[config.mk]
export PLATFORM = sky130hd
export DESIGN_NAME = clk_div_gen_flat
export DESIGN_NICKNAME = d
export VERILOG_FILES = /design/src/rtl/clk_div_gen_if.sv /design/src/rtl/clk_div_gen.sv /design/src/flat_wrapper.sv
export SDC_FILE = /design/constraint.sdc
export NUM_CORES = 1
export LEC_CHECK = 0
export ABC_AREA = 1
export BUFFER_PORTS_ARGS = -buffer_cell sky130_fd_sc_hd__clkbuf_2
export CELL_PAD_IN_SITES_DETAIL_PLACEMENT = 1
export CELL_PAD_IN_SITES_GLOBAL_PLACEMENT = 1
export CORE_ASPECT_RATIO = 0.9
export CORE_MARGIN = 5
export CORE_UTILIZATION = 45
export DETAILED_ROUTE_END_ITERATION = 10
export GPL_TIMING_DRIVEN = 0
export MAX_ROUTING_LAYER = met4
export PLACE_DENSITY = 0.75
export SETUP_SLACK_MARGIN = 0.15
export SLEW_MARGIN = 20
export SYNTH_ARGS = -nofsm -noshare
export SYNTH_HDL_FRONTEND = slang
export SYNTH_SLANG_ARGS = --single-unit
[constraint.sdc]
create_clock -name clk -period 1.6 [get_ports clk]
set_input_delay 0.08 -clock clk [delete_from_list [all_inputs] [get_ports clk]]
set_output_delay 0.08 -clock clk [all_outputs]
set_load 0.1 [all_outputs]
[src/rtl/clk_div_gen_if.sv]
// Configuration channel of clk_div_gen: a valid/ready request carrying
// {channel, divisor, enable}, plus the error pulse for out-of-range channels.
interface clk_div_gen_if #(
  parameter int CW = 8
);
  logic          cfg_valid;
  logic          cfg_ready;
  logic [2:0]    cfg_ch;
  logic [CW-1:0] cfg_div;
  logic          cfg_en;
  logic          cfg_err;

  modport master (
    output cfg_valid, cfg_ch, cfg_div, cfg_en,
    input  cfg_ready, cfg_err
  );

  modport slave (
    input  cfg_valid, cfg_ch, cfg_div, cfg_en,
    output cfg_ready, cfg_err
  );
endinterface

[src/rtl/clk_div_gen.sv]
// Multi-channel clock divider: NCH registered 50% square waves with per-channel
// divisors, glitch-free runtime reconfiguration through a one-deep request slot.
module clk_div_gen #(
  parameter int NCH = 3,
  parameter int CW  = 8
) (
  input  logic            clk,
  input  logic            rst_n,
  clk_div_gen_if.slave    cfg,
  input  logic            resync,
  output logic [NCH-1:0]  clk_out,
  output logic [NCH-1:0]  tick
);

  typedef enum logic {
    SLOT_FREE = 1'b0,
    SLOT_PEND = 1'b1
  } slot_e;

  slot_e         slot_q, slot_d;
  logic [2:0]    pch_q, pch_d;
  logic [CW-1:0] pdiv_q, pdiv_d;
  logic          pen_q, pen_d;
  logic          err_q, err_d;
  logic          accept;
  logic          bad_ch;
  logic [NCH-1:0] apply;

  assign accept        = cfg.cfg_valid && (slot_q == SLOT_FREE);
  assign bad_ch        = int'(cfg.cfg_ch) >= NCH;
  assign cfg.cfg_ready = (slot_q == SLOT_FREE);
  assign cfg.cfg_err   = err_q;

  // Request slot: filled on accept, emptied by whichever channel applies it.
  always_comb begin
    // NOTE: every output of a combinational block gets a default before any
    // branch; a path that leaves one unassigned would infer a latch.
    slot_d = slot_q;
    pch_d  = pch_q;
    pdiv_d = pdiv_q;
    pen_d  = pen_q;
    err_d  = 1'b0;
    case (slot_q)
      SLOT_FREE: begin
        if (accept) begin
          if (bad_ch) begin
            err_d = 1'b1;
          end else begin
            slot_d = SLOT_PEND;
            pch_d  = cfg.cfg_ch;
            pdiv_d = cfg.cfg_div;
            pen_d  = cfg.cfg_en;
          end
        end
      end
      SLOT_PEND: begin
        if (|apply) slot_d = SLOT_FREE;
      end
      default: slot_d = SLOT_FREE;
    endcase
  end

  always_ff @(posedge clk or negedge rst_n) begin
    // NOTE: sequential state uses non-blocking assignments so every register
    // samples the pre-edge values regardless of statement order.
    if (!rst_n) begin
      slot_q <= SLOT_FREE;
      pch_q  <= '0;
      pdiv_q <= '0;
      pen_q  <= 1'b0;
      err_q  <= 1'b0;
    end else begin
      slot_q <= slot_d;
      pch_q  <= pch_d;
      pdiv_q <= pdiv_d;
      pen_q  <= pen_d;
      err_q  <= err_d;
    end
  end

  for (genvar i = 0; i < NCH; i++) begin : g_ch
    logic [CW-1:0] cnt_q, cnt_d;
    logic [CW-1:0] div_q, div_d;
    logic          en_q, en_d;
    logic          out_q, out_d;
    logic          tick_q;
    logic          hit;
    logic          wrap;
    logic          apply_c;

    assign hit  = (slot_q == SLOT_PEND) && (pch_q == 3'(i));
    assign wrap = (cnt_q == div_q);

    // An enabled channel only takes a new setting on the edge that would raise
    // its output, so the running period always completes and no runt appears.
    always_comb begin
      cnt_d   = cnt_q;
      div_d   = div_q;
      en_d    = en_q;
      out_d   = out_q;
      apply_c = 1'b0;
      if (!en_q) begin
        cnt_d = '0;
        out_d = 1'b0;
        if (hit) begin
          div_d   = pdiv_q;
          en_d    = pen_q;
          apply_c = 1'b1;
        end
      end else if (resync) begin
        cnt_d = '0;
        out_d = 1'b0;
      end else if (wrap) begin
        cnt_d = '0;
        out_d = ~out_q;
        if (hit && !out_q) begin
          div_d   = pdiv_q;
          en_d    = pen_q;
          out_d   = pen_q;
          apply_c = 1'b1;
        end
      end else begin
        cnt_d = cnt_q + CW'(1);
      end
    end

    always_ff @(posedge clk or negedge rst_n) begin
      if (!rst_n) begin
        cnt_q  <= '0;
        div_q  <= CW'((1 << i) - 1);
        en_q   <= 1'b1;
        out_q  <= 1'b0;
        tick_q <= 1'b0;
      end else begin
        cnt_q  <= cnt_d;
        div_q  <= div_d;
        en_q   <= en_d;
        out_q  <= out_d;
        tick_q <= out_d & ~out_q;
      end
    end

    assign apply[i]   = apply_c;
    assign clk_out[i] = out_q;
    assign tick[i]    = tick_q;
  end

endmodule

[src/flat_wrapper.sv]
// flat-port wrapper written by rule: the top's interface ports become plain ports
module clk_div_gen_flat 
#(
  parameter int NCH = 3,
  parameter int CW  = 8
)
  (clk, rst_n, resync, clk_out, tick, cfg_cfg_valid, cfg_cfg_ch, cfg_cfg_div, cfg_cfg_en, cfg_cfg_ready, cfg_cfg_err);
  clk_div_gen_if #(.CW(CW)) cfg_i ();
  input  logic clk;
  input  logic rst_n;
  input  logic resync;
  output logic [NCH-1:0] clk_out;
  output logic [NCH-1:0] tick;
  input wire logic [$bits(cfg_i.cfg_valid)-1:0] cfg_cfg_valid;
  input wire logic [$bits(cfg_i.cfg_ch)-1:0] cfg_cfg_ch;
  input wire logic [$bits(cfg_i.cfg_div)-1:0] cfg_cfg_div;
  input wire logic [$bits(cfg_i.cfg_en)-1:0] cfg_cfg_en;
  output wire logic [$bits(cfg_i.cfg_ready)-1:0] cfg_cfg_ready;
  output wire logic [$bits(cfg_i.cfg_err)-1:0] cfg_cfg_err;
  assign cfg_i.cfg_valid = cfg_cfg_valid;
  assign cfg_i.cfg_ch = cfg_cfg_ch;
  assign cfg_i.cfg_div = cfg_cfg_div;
  assign cfg_i.cfg_en = cfg_cfg_en;
  assign cfg_cfg_ready = cfg_i.cfg_ready;
  assign cfg_cfg_err = cfg_i.cfg_err;
  clk_div_gen #(.NCH(NCH), .CW(CW)) u_core (.clk(clk), .rst_n(rst_n), .cfg(cfg_i), .resync(resync), .clk_out(clk_out), .tick(tick));
endmodule
==> impl_metrics.env <==
export IMPL_outcome="finished with violations"
export IMPL_violations="negative setup slack"
export IMPL_grt_pass1_wl_mm=15.1
export IMPL_final_max_slew_violation_count=0
export IMPL_cts_tree="done"
export IMPL_first_global_vias=3170
export IMPL_r2r_end="u_core.slot_q"
export IMPL_critPathCaptureType="register"
export IMPL_worstMarginPinSlew_ns=0.545
export IMPL_portBuffers=23
export IMPL_drt_iter0_drc=98
export IMPL_synth_simple_area_share_pct=23.6
export IMPL_start_util_pct=46.3
export IMPL_gr_total_overflow=0
export IMPL_fin_area_mm2=0.00464
export IMPL_mostFrequentLayoutCells="nand2_1 (86), inv_1 (59), dfrtp_1 (59)"
export IMPL_drc=0
export IMPL_sw_frac_of_total_pct=41.4
export IMPL_synth_seq_area_share_pct=50.8
export IMPL_synthXorXnorAreaFrac_pct=5.49
export IMPL_multiInputGateArea_mm2=0.00159
export IMPL_drt_wl_total_mm=10.5
export IMPL_dieArea_mm2=0.00967
export IMPL_max_stage_delay_ns=0.46
export IMPL_finalPower_w=0.00790
export IMPL_syn_nets=433
export IMPL_critPathSlowestCell="dfrtp_1"
export IMPL_row_count=30
export IMPL_crit_path_max_fanout=6
export IMPL_layout_worst_path_cycle_share_pct=105
export IMPL_syn_avg_cell_area_um2=8.48
export IMPL_setup_viol=9
export IMPL_combPwrFrac_pct=42.1
export IMPL_r2r_setup_slack_ns=-0.09
export IMPL_hold_ws_ns=0.103
export IMPL_fin_util_pct=61.2
export IMPL_path_cells="xnor2_1, nand2_1, nor2_2, nand3_2, nand2_2, nand2_4, buf_12, nand3_2, nand2_1"
export IMPL_placed_area_mm2=0.00380
export IMPL_diodes=0
export IMPL_start_kind="register"
export IMPL_setup_tns_final_ns=-0.463
export IMPL_hold_viol=0
export IMPL_ant_nets=0
export IMPL_p_clk_share_pct=22.2
export IMPL_hold_depth=4
export IMPL_min_period_ns=1.69
export IMPL_fmax_mhz=593
export IMPL_avgRoutedWirePerCell_um=17.9
export IMPL_num_io_pins=24
export IMPL_reg2reg_from="u_core.g_ch[2].cnt_q[3]"
export IMPL_synth_top_family_by_area="simple AND/OR/NAND/NOR gates"
export IMPL_path_buf_inv=1
export IMPL_cts_made_buffers=9
export IMPL_p_leak_nw=2.23
export IMPL_cp_startpoint="u_core.g_ch[2].cnt_q[3]"
export IMPL_crit_required_ns=1.83
export IMPL_cap_violations=0
export IMPL_layout_drive_gt1_share_pct=33.0
export IMPL_p_int_w=0.00463
export IMPL_core_area_mm2=0.00758
export IMPL_synth_compound_area_share_pct=9.33
export IMPL_dr_pass1_iters=4
export IMPL_p_sw_w=0.00327
export IMPL_path_clk_slew_ns=0.08
export IMPL_htree_levels=3
export IMPL_synth_adder_area_share_pct=1.07
export IMPL_layout_setup_ws_ns=-0.0856
export IMPL_cts_root_buf="clkbuf_8"
export IMPL_dieWidth_um=103
export IMPL_ys_warn_count=0
export IMPL_place_hpwl_mm=6.08
export IMPL_clock_path_buffers=2
export IMPL_rsz0062_at_grt="yes"
export IMPL_area_growth_pct=32.2
export IMPL_min_to="u_core.g_ch[2].tick_q"
export IMPL_n_fill_cell=888
export IMPL_arrival_ns=1.92
export IMPL_finalNetCount=505
export IMPL_clock_latency_ns=0.35
export IMPL_grt_usage_pct=20.9
export IMPL_gp_congestion=0.799
export IMPL_irDropWorstVdd_v=0.000937
export IMPL_r2r_cells=9
export IMPL_final_common_cell="nand2_1"
export IMPL_num_vias=3012
export IMPL_cp_top_family="simple AND/OR/NAND/NOR gates"
export IMPL_grt_max_degree=52
export IMPL_antenna_found_initial=0
export IMPL_relSlewSlack_pct=63.8
export IMPL_viasPerCell=5.13
export IMPL_criticalPathCategory="reg -> reg"
export IMPL_power_density_mw_per_mm2=1700
export IMPL_netlist_instances=414
export IMPL_hold_path_class="in -> reg"
export IMPL_synth_mux_area_share_pct=0
export IMPL_fp_dieH_um=93.8
export IMPL_ys_seq_elements=71
export IMPL_skew_ns=0.0104
export IMPL_min_from="resync"
export IMPL_synth_cell_types=29
export IMPL_mappedNetlistArea_mm2=0.00351
export IMPL_cts_sink_count=71
export IMPL_pwr_share_seq_pct=35.7
export IMPL_regArea_mm2=0.00179
[layer usage]
metal	vias to the layer above	track usage, %	wire length (µm)
met3	19	3.86	247
met5	-	-	0
met4	0	7.12	212
met2	43	37.1	5810
li1	1426	-	-
met1	1524	23.6	4230
[Yosys cell counts]
master,number,area share (%)
buf_4,6,1.3
a21oi_1,10,1.4
buf_6,1,0.32
dfrtp_1,65,46
nand2_4,3,0.96
nand2_1,105,11
xnor2_1,18,4.5
clkbuf_1,1,0.11
o21ai_0,17,2.4
nor2_1,46,4.9
a31oi_1,2,0.36
dfstp_2,6,4.5
xor2_1,4,1.0
o21ai_2,16,4.0
nand2_2,5,0.89
nor2_2,3,0.53
buf_12,1,0.57
inv_1,64,6.8
nand4_1,9,1.6
a21boi_0,1,0.21
nand3_1,9,1.3
nand3_2,4,1.1
buf_8,1,0.43
o21ai_1,5,0.71
ha_1,3,1.1
buf_2,1,0.14
nand3b_1,1,0.21
nor3_1,6,0.86
o21a_1,1,0.21
[tightest hold or removal path: stages]
cell	delay (ns)
clkbuf_2	0.11
nor2_1	0.09
nand4_1	0.10
inv_1	0.04
[cell type report]
class,count,area share [%]
plain buffers,11,2.69
well taps,96,2.59
inverters,64,5.25
flip-flops and latches,71,38.6
repair buffers,61,11.5
clock buffers,10,2.75
clock inverters,6,2.37
multi-input cells,268,34.2
[how the worst max path moves through the flow]
| stage | end | slack [ns] | depth (start not counted) |
|---|---|---|---|
| 5_1_grt | u_core.slot_q | -0.17 | 9 |
| 6_report | u_core.slot_q | -0.09 | 9 |
| 3_5_place_dp | u_core.g_ch[1].div_q[6] | 0.01 | 9 |
| 2_1_floorplan | u_core.pen_q | 0.005 | 6 |
| 3_3_place_gp | u_core.g_ch[2].cnt_q[1] | -0.18 | 1 |
| 4_1_cts | u_core.g_ch[2].div_q[6] | 0.08 | 10 |
[through the flow]
stage	cells	setup slack [ns]
floorplan	414	0.00536
global placement	533	-0.183
detailed placement	534	0.0145
CTS	577	0.0750
global route	587	-0.167
finish	587	-0.0856
[registers in the layout (all words and copies together), names as in the netlist]
signal              cells
u_core.g_ch.div_q      24
u_core.pen_q            1
u_core.cfg.cfg_err      1
u_core.g_ch.tick_q      3
u_core.pdiv_q           8
u_core.g_ch.cnt_q      24
u_core.pch_q            3
u_core.slot_q           1
u_core.g_ch.out_q       3
u_core.g_ch.en_q        3
[power by group through the flow]
stage / Clock [W] / Sequential [W] / Combinational, W
global placement: 0 / 0.00272 / 0.00237
CTS: 0.00178 / 0.00274 / 0.00283
global route: 0.00188 / 0.00288 / 0.00361
detailed placement: 0 / 0.00275 / 0.00249
floorplan: 0 / 0.00267 / 0.00191
finish: 0.00176 / 0.00282 / 0.00332
[what timing repair did]
action | in CTS | in global routing
endpoints found under the hold margin | 32 | 0
buffers inserted | 12 | 8
gates cloned | 1 | 2
setup endpoints to repair | 41 | 55
pin swaps | 16 | 22
hold buffers | 14 | 0
resized for setup | 23 | 51
[logic make-up (layout without fill, tap and decap cells)]
family / after synthesis / in the layout
AOI/OAI and AO/OA: 52 / 52
xor gates and xnor gates: 22 / 22
adders and majority gates: 3 / 3
buffers and inverters: 75 / 152
DFF: 71 / 71
and+or+nand+nor: 191 / 191
Note: power is estimated with default switching activity, not from simulation.
